`config.mk`:
```
export PLATFORM = sky130hd
export DESIGN_NAME = v_shift_serializer_flat
export DESIGN_NICKNAME = d
export VERILOG_FILES = /design/src/rtl/v_shift_serializer_if.sv /design/src/rtl/v_shift_serializer.sv /design/src/flat_wrapper.sv
export SDC_FILE = /design/constraint.sdc
export NUM_CORES = 1
export LEC_CHECK = 0
export ABC_AREA = 1
export BUFFER_PORTS_ARGS = -buffer_cell sky130_fd_sc_hd__buf_2
export CORE_ASPECT_RATIO = 0.75
export CORE_MARGIN = 5
export CORE_UTILIZATION = 47
export DETAILED_ROUTE_END_ITERATION = 8
export GPL_TIMING_DRIVEN = 0
export PLACE_DENSITY = 0.8
export SYNTH_ARGS = -nofsm -noshare
export SYNTH_HDL_FRONTEND = slang
export SYNTH_SLANG_ARGS = --single-unit
```
`constraint.sdc`:
```
create_clock -name clk -period 1.4 [get_ports clk]
set_clock_uncertainty 0.05 [all_clocks]
set_input_delay 0.07 -clock clk [delete_from_list [all_inputs] [get_ports clk]]
set_output_delay 0.07 -clock clk [all_outputs]
set_load 0.02 [all_outputs]
```
`src/rtl/v_shift_serializer_if.sv`:
```
`default_nettype none
// +----------------------------------------------------------------------+
// | v_shift_serializer_if : word-in / bit-out bundle of the serializer     |
// | Rev 1.0                                                               |
// +----------------------------------------------------------------------+
interface v_shift_serializer_if #(
  parameter int WIDTH = 8
);
  logic [WIDTH-1:0] din;
  logic             din_valid;
  logic             din_ready;
  logic             flush;
  logic             SO;
  logic             so_en;
  logic             busy;
  logic             done;

  modport master (
    output din, din_valid, flush,
    input  din_ready, SO, so_en, busy, done
  );

  modport slave (
    input  din, din_valid, flush,
    output din_ready, SO, so_en, busy, done
  );
endinterface
`default_nettype wire

```
`src/rtl/v_shift_serializer.sv`:
```
`default_nettype none
// +----------------------------------------------------------------------+
// | v_shift_serializer : parallel word to SI/clken stream for a shift reg |
// | Rev 1.0                                                               |
// +----------------------------------------------------------------------+
module v_shift_serializer #(
  parameter int WIDTH     = 8,
  parameter int DIV       = 1,
  parameter int MSB_FIRST = 1
) (
  input  wire logic           clk,
  input  wire logic           rst_n,
  v_shift_serializer_if.slave bus
);

  localparam int CW = $clog2(WIDTH + 1);
  localparam int DW = (DIV > 1) ? $clog2(DIV) : 1;
  localparam logic [DW-1:0] c_div_reload = DW'(DIV - 1);

  typedef enum logic [0:0] {
    IDLE  = 1'b0,
    SHIFT = 1'b1
  } state_t;

  state_t           state_q, state_d;
  logic [WIDTH-1:0] sreg_q, sreg_d;
  logic [CW-1:0]    bcnt_q, bcnt_d;
  logic [DW-1:0]    div_q, div_d;
  logic             done_q, done_d;

  logic             w_strobe;
  logic             w_last;
  logic             w_ready;
  logic             w_accept;
  logic             w_out_bit;
  logic [WIDTH-1:0] w_shifted;

  generate
    if (MSB_FIRST != 0) begin : g_msb_first
      assign w_out_bit = sreg_q[WIDTH-1];
      assign w_shifted = {sreg_q[WIDTH-2:0], 1'b0};
    end else begin : g_lsb_first
      assign w_out_bit = sreg_q[0];
      assign w_shifted = {1'b0, sreg_q[WIDTH-1:1]};
    end
  endgenerate

  // Ready is gated by rst_n so it is low for the whole reset window.
  always_comb begin
    w_strobe = (state_q == SHIFT) && (div_q == '0) && !bus.flush;
    w_last   = w_strobe && (bcnt_q == CW'(1));
    w_ready  = rst_n && ((state_q == IDLE) ? !bus.flush : w_last);
    w_accept = w_ready && bus.din_valid;
  end

  always_comb begin
    state_d = state_q;
    sreg_d  = sreg_q;
    bcnt_d  = bcnt_q;
    div_d   = div_q;
    done_d  = w_last;
    case (state_q)
      IDLE: begin
        if (w_accept) begin
          sreg_d  = bus.din;
          bcnt_d  = CW'(WIDTH);
          div_d   = c_div_reload;
          state_d = SHIFT;
        end
      end
      SHIFT: begin
        if (bus.flush) begin
          state_d = IDLE;
          sreg_d  = '0;
          bcnt_d  = '0;
          div_d   = '0;
        end else if (div_q != '0) begin
          div_d = div_q - DW'(1);
        end else begin
          sreg_d = w_shifted;
          bcnt_d = (bcnt_q != '0) ? bcnt_q - CW'(1) : '0;
          div_d  = c_div_reload;
          // A word taken on the last strobe keeps the strobe cadence unbroken.
          if (w_last) begin
            if (w_accept) begin
              sreg_d = bus.din;
              bcnt_d = CW'(WIDTH);
            end else begin
              state_d = IDLE;
            end
          end
        end
      end
    endcase
  end

  always_ff @(posedge clk or negedge rst_n) begin
    if (!rst_n) begin
      state_q <= IDLE;
      sreg_q  <= '0;
      bcnt_q  <= '0;
      div_q   <= '0;
      done_q  <= 1'b0;
    end else begin
      state_q <= state_d;
      sreg_q  <= sreg_d;
      bcnt_q  <= bcnt_d;
      div_q   <= div_d;
      done_q  <= done_d;
    end
  end

  assign bus.din_ready = w_ready;
  assign bus.so_en     = w_strobe;
  assign bus.busy      = (state_q == SHIFT);
  assign bus.SO        = (state_q == SHIFT) && w_out_bit;
  assign bus.done      = done_q;

endmodule
`default_nettype wire

```
`src/flat_wrapper.sv`:
```
// flat-port wrapper written by rule: the top's interface ports become plain ports
module v_shift_serializer_flat 
#(
  parameter int WIDTH     = 8,
  parameter int DIV       = 1,
  parameter int MSB_FIRST = 1
)
  (clk, rst_n, bus_din, bus_din_valid, bus_flush, bus_din_ready, bus_SO, bus_so_en, bus_busy, bus_done);
  v_shift_serializer_if #(.WIDTH(WIDTH)) bus_i ();
  input  wire logic clk;
  input  wire logic rst_n;
  input wire logic [$bits(bus_i.din)-1:0] bus_din;
  input wire logic [$bits(bus_i.din_valid)-1:0] bus_din_valid;
  input wire logic [$bits(bus_i.flush)-1:0] bus_flush;
  output wire logic [$bits(bus_i.din_ready)-1:0] bus_din_ready;
  output wire logic [$bits(bus_i.SO)-1:0] bus_SO;
  output wire logic [$bits(bus_i.so_en)-1:0] bus_so_en;
  output wire logic [$bits(bus_i.busy)-1:0] bus_busy;
  output wire logic [$bits(bus_i.done)-1:0] bus_done;
  assign bus_i.din = bus_din;
  assign bus_i.din_valid = bus_din_valid;
  assign bus_i.flush = bus_flush;
  assign bus_din_ready = bus_i.din_ready;
  assign bus_SO = bus_i.SO;
  assign bus_so_en = bus_i.so_en;
  assign bus_busy = bus_i.busy;
  assign bus_done = bus_i.done;
  v_shift_serializer #(.WIDTH(WIDTH), .DIV(DIV), .MSB_FIRST(MSB_FIRST)) u_core (.clk(clk), .rst_n(rst_n), .bus(bus_i));
endmodule
```
* Yosys cells after proc, flatten, opt, wreduce, memory -nomap -nowiden
Cells that the tools add are included.
Word-level totals: bits in registers 15, output and inout port bits 5, logic and storage cells 44
Cells by class: add/subtract/negate cells 2, eq/ne operators 3, mux-type cells 23, bitwise logic cells 2, reductions and logical operators 9
Operators with widths (number):
- $mux 8 | 5
- $mux 4 | 6
- $pmux 8 s2 | 1
- $mux 1 | 8
- $pmux 4 s2 | 1
- $logic_and 1x1->1 | 6
- $eq 4x1->1 const B | 1
- $pmux 1 s2 | 2
- $reduce_bool 4->1 | 1
- $sub 4x1->4 const B | 1
- $ne 3x3->1 const B | 1
- $ne 2x1->1 const B | 1
- $not 1->1 | 2
- $reduce_and 2->1 | 1
- $logic_not 1->1 | 1
- $sub 1x1->1 const B | 1

* Logic depth before layout (Yosys ltp)
depth after elaboration 12, gate-level depth with buffers 10

* Worst setup path after synthesis
No wires, ideal clock.
path kind flip-flop to flip-flop, from register u_core.state_q, in the netlist u_core.bus.busy, to register u_core.state_q, in the netlist u_core.bus.busy, setup time 62 ps, arrival time 1379 ps, data required time 1288 ps, setup slack -92 ps, cell stages (with the launch flop) 7, path through dfrtp_1 -> buf_4 -> a21boi_1 -> nand2_1 -> nand2_1 -> nand2_1 -> inv_1
On the way: cells in the longest elaborated chain, start to end 11
RTL lines:
- from (decl) | line v_shift_serializer.sv:25 | state_t state_q, state_d;
- from (signal assigned) | line v_shift_serializer.sv:105 | state_q <= state_d;
- $logic_and 1x1->1 (2 in a row) | line v_shift_serializer.sv:50 | w_strobe = (state_q == SHIFT) && (div_q == '0) && !bus.flush;
- $logic_and 1x1->1 | line v_shift_serializer.sv:51 | w_last = w_strobe && (bcnt_q == CW'(1));
- $mux 1 * | line v_shift_serializer.sv:52 | w_ready = rst_n && ((state_q == IDLE) ? !bus.flush : w_last);
- $logic_and 1x1->1 * | line v_shift_serializer.sv:52
- named net bus_din_ready | line flat_wrapper.sv:15 | output wire logic [$bits(bus_i.din_ready)-1:0] bus_din_ready;
- $logic_and 1x1->1 * | line v_shift_serializer.sv:53 | w_accept = w_ready && bus.din_valid;
- $mux 1 * | line v_shift_serializer.sv:64, v_shift_serializer.sv:85
- $mux 1 | line v_shift_serializer.sv:84 | if (w_last) begin
- $mux 1 | line v_shift_serializer.sv:77 | end else if (div_q != '0) begin
- $mux 1 | line v_shift_serializer.sv:72 | if (bus.flush) begin
- $pmux 1 s2 * | line v_shift_serializer.sv:62 | case (state_q)
- named net u_core.state_d | line v_shift_serializer.sv:25
The timed path passes the listed nets; every way through them passes the cells marked *. A chain may end at the register's enable or synchronous reset.

* Worst setup path in the final report
from register u_core.bcnt_q[2], to output port bus_din_ready
On the way: cells in the longest elaborated chain, start to end 4
RTL lines:
- from (decl) | line v_shift_serializer.sv:27 | logic [CW-1:0] bcnt_q, bcnt_d;
- from (signal assigned) | line v_shift_serializer.sv:107 | bcnt_q <= bcnt_d;
- $eq 4x1->1 | line v_shift_serializer.sv:51
- $logic_and 1x1->1 | line v_shift_serializer.sv:51
- $mux 1 | line v_shift_serializer.sv:52
- $logic_and 1x1->1 | line v_shift_serializer.sv:52
- to (decl) | line flat_wrapper.sv:15
Every way passes these cells.

==> impl_results.rst <==
.. list-table::
   :header-rows: 1

   * - Metric
     - Value
   * - Achievable Freq
     - 0.6710 GHz
   * - Number of global-route vias before repair
     - 713
   * - Overall via count from detail_route
     - 825
   * - Worst path buffer plus inverter count
     - 1
   * - First-pass GRT wire length
     - 3146 um
   * - Worst-path clk slew
     - 0.08 ns
   * - Final ANT Viol Nets
     - 0
   * - Worst Max-Slew Pin Slew
     - 0.6175 ns
   * - Hold Fails Final Rpt
     - 0
   * - Period Utilization, post-route
     - 106.5%
   * - Number of standard-cell rows in the floorplan
     - 13
   * - Number of storage elements in the synthesis netlist
     - 14
   * - Die Ht
     - 46.28 um
   * - Ant diodes
     - 0
   * - Sink count of the clock tree
     - 14
   * - Part of the total power dissipated in the clock network
     - 12.5%
   * - Final count of pins violating max slew
     - 0
   * - Clock root buffer
     - sky130_fd_sc_hd__clkbuf_4
   * - Detailed Place HPWL
     - 1272 um
   * - Violated checks
     - setup timing
   * - Syn_area_per_cell
     - 8.245 um2
   * - Number of placed I/O pins
     - 17
   * - Number of input and output port buffers inserted
     - 16
   * - Leakage
     - 0.6138 nW
   * - Share of total power consumed by net switching
     - 43.12%
   * - Classification of the worst setup path
     - reg -> out
   * - Max-cap check violation count
     - 0
   * - Final Worst Setup Slack
     - -0.09035 ns
   * - Clock insertion delay at the later pin of the skew report
     - 0.28 ns
   * - CP Launch Point
     - u_core.bcnt_q[2]$_DFFE_PN0P_
   * - Most common cell after layout, fill and taps aside
     - sky130_fd_sc_hd__nand2_1
   * - Internal power
     - 1.297 mW
   * - Area growth, synth to finish
     - 41.12%
   * - Area of the placeable core
     - 0.001708 mm2
   * - Endpoints failing setup
     - 8
   * - Crit-path leading delay family
     - flip-flops
   * - Global route overflow
     - 0
   * - Initial Util
     - 48.28%
   * - Fraction of power consumed by sequential logic
     - 31.0%
   * - Maximum number of pins on one net before global-route repair
     - 15
   * - Worst-path maximum fanout
     - 3
   * - Part of the power in combinational logic
     - 56.5%
   * - Maximum buffer depth of the clock tree
     - 2
   * - All-layer global routing usage
     - 16.38%
   * - Antenna violations before repair
     - 0
   * - Worst vdd ir
     - 1.136 mV
   * - Cells along the critical path
     - nor2_2, nand2_4, a21boi_2, buf_4
   * - Startpoint types
     - flip-flop
   * - Cell total after placement
     - 138
   * - Number of filler instances in the final layout
     - 125
   * - Final estimated routing congestion in global placement
     - 0.8314
   * - Fraction of layout instances using a drive strength above 1
     - 46.21%
   * - Cts bufs inserted
     - 3
   * - Critical Path Sink Type
     - output port
   * - Number of H-tree levels
     - 1
   * - Longest individual stage delay on the worst path
     - 0.40 ns
   * - Minimum clock period after layout
     - 1.490 ns
   * - Clock tree from TritonCTS
     - yes
   * - Net total in the final layout
     - 145
   * - Detail-routed net length per standard cell
     - 14.44 um
   * - Synth Net Count
     - 112
   * - Non-filler instance count after layout
     - 154
   * - Count of different cell masters after synthesis
     - 24
   * - Overall die area
     - 0.002701 mm2
   * - Worst-case headroom to the max-slew limit
     - 58.70%
   * - DRC Markers
     - 0
   * - Overall die width
     - 58.37 um
   * - Synthesized instance count
     - 100
   * - Yosys synthesis warning count
     - 0
   * - Setup repair after global routing missed its margin
     - true
   * - Outcome
     - finished, violations left
   * - Crit Reg-Reg Startpoint
     - u_core.bcnt_q[2]$_DFFE_PN0P_
   * - Combined area of all synthesized cells
     - 824.5 um2
   * - Switching pwr
     - 0.9834 mW
   * - Sequential element share of the synthesized area
     - 42.49%
   * - Req. time, crit path
     - 1.28 ns
   * - Routed wire length
     - 2223 um
   * - Area used by sequential logic in the layout
     - 351.6 um2
   * - Critical path data arrival time
     - 1.37 ns
   * - Total area of multi-input combinational cells
     - 457.9 um2
   * - Initial DRC Count
     - 26
   * - Hold/Removal Path Class
     - in -> reg
   * - Number of vias per cell after detailed routing
     - 5.357
   * - Worst min-delay path startpoint
     - bus_din[0]
   * - Crit-path slowest cell
     - sky130_fd_sc_hd__dfrtp_1
   * - Commonest non-fill, non-tap cells in the layout
     - sky130_fd_sc_hd__nand2_1, sky130_fd_sc_hd__buf_2, sky130_fd_sc_hd__dfrtp_1
   * - Number of iterations in the first detailed-routing pass
     - 4
   * - Final cell utilization of the core
     - 68.13%
   * - Power per cell area
     - 1960 mW/mm2
==> synth_stat cells (all sizes together) <==
cell    number  area, um2
nand2       25      103.9
inv         15      56.30
dfrtp       14      350.3
nand3       11      55.05
nor2        11      56.30
or2          7      43.79
a21boi       4      41.29
buf          3      30.03
o41ai        3      26.28
a31oi        1      12.51
a32o         1      10.01
clkinv       1      3.750
nand4        1      12.51
nor3         1      5.000
o311ai       1      8.760
xor2         1      8.760
==> stage by stage <==
step	power, mW	setup TNS, ns	instance area, um2	setup slack, ns	hold WS [ns]
floorplan	1.416	-0.03759	830.8	-0.03759	-0.2756
global placement	1.593	-0.1315	938.4	-0.03209	-0.05639
detailed placement	1.636	-0.2627	938.4	-0.05755	-0.05901
CTS	2.106	-0.006775	1111	-0.004950	0.007658
global route	2.449	-1.084	1164	-0.1479	0.007139
finish	2.281	-0.3969	1164	-0.09035	0.007500
==> power groups by stage <==
stage / sequential (mW) / combinational, mW / clock [mW]
2_1_floorplan: 0.694 / 0.722 / 0
3_3_place_gp: 0.692 / 0.901 / 0
3_5_place_dp: 0.705 / 0.931 / 0
4_1_cts: 0.695 / 1.12 / 0.287
5_1_grt: 0.728 / 1.41 / 0.316
6_report: 0.707 / 1.29 / 0.286
==> path summary, 6_finish.rpt <==
path / slack, ns / endpoint / cells after the start
worst max-delay path: -0.09 / bus_din_ready / 4
worst min register to register: 0.48 / u_core.sreg_q[0]$_DFFE_PN0P_ / 1
min in group asynchronous: 0.35 / u_core.bcnt_q[2]$_DFFE_PN0P_ / 2
worst max register to register: -0.08 / u_core.sreg_q[3]$_DFFE_PN0P_ / 9
max in group asynchronous: 0.52 / u_core.bus.busy$_DFF_PN0_ / 2
worst min-delay path: 0.008 / u_core.sreg_q[0]$_DFFE_PN0P_ / 2
==> repair_timing <==
action                                  in CTS  in global routing
gates cloned                                 1                  0
gates resized for setup                     11                 11
hold buffers                                 3                  0
setup buffers                                7                  1
hold endpoints to repair                    15                  0
pin swaps                                    1                  5
endpoints found under the setup margin       8                 14
==> layout make-up <==
class	count	share of cell area, %
timing repair buffer	28	16.34
multi-input combinational	67	39.35
clock buffer	4	3.118
buffer	3	3.226
sequential	14	30.21
inverter	16	5.376
tap	22	2.366
==> kinds of logic (layout without fill, tap and decap cells) <==
kind of cell           count (synthesis)  after routing  synth area share, %
XOR/XNOR                               1              1                1.062
buffers and inverters                 19             51                10.92
AND/OR/NAND/NOR                       56             56                33.53
AO/OA/AOI/OAI                         10             10                11.99
flip-flops                            14             14                42.49
==> state kept, by name, indices dropped and copies added, names as in the netlist <==
name and count:
u_core.bcnt_q 4, u_core.bus.busy 1, u_core.bus.done 1, u_core.sreg_q 8
==> worst reg2reg max path, cell delays in order, from the launching register on <==
cell and delay [ns]:
sky130_fd_sc_hd__dfrtp_1 0.40, sky130_fd_sc_hd__nor2_2 0.16, sky130_fd_sc_hd__nand2_4 0.10, sky130_fd_sc_hd__nor2_4 0.13
sky130_fd_sc_hd__nand4_4 0.11, sky130_fd_sc_hd__buf_6 0.16, sky130_fd_sc_hd__nand3_1 0.06, sky130_fd_sc_hd__nand2_1 0.06
sky130_fd_sc_hd__nor2_1 0.09, sky130_fd_sc_hd__nor2_1 0.05
==> routing by layer <==
metal	wire [um]	vias to the layer above	global-route usage, %
met5	0	-	0
met4	64	0	6.944
met2	1113	32	28.95
met1	945	400	18.35
met3	99	10	5.322
li1	-	383	-
(Power assumes the default switching activity.)
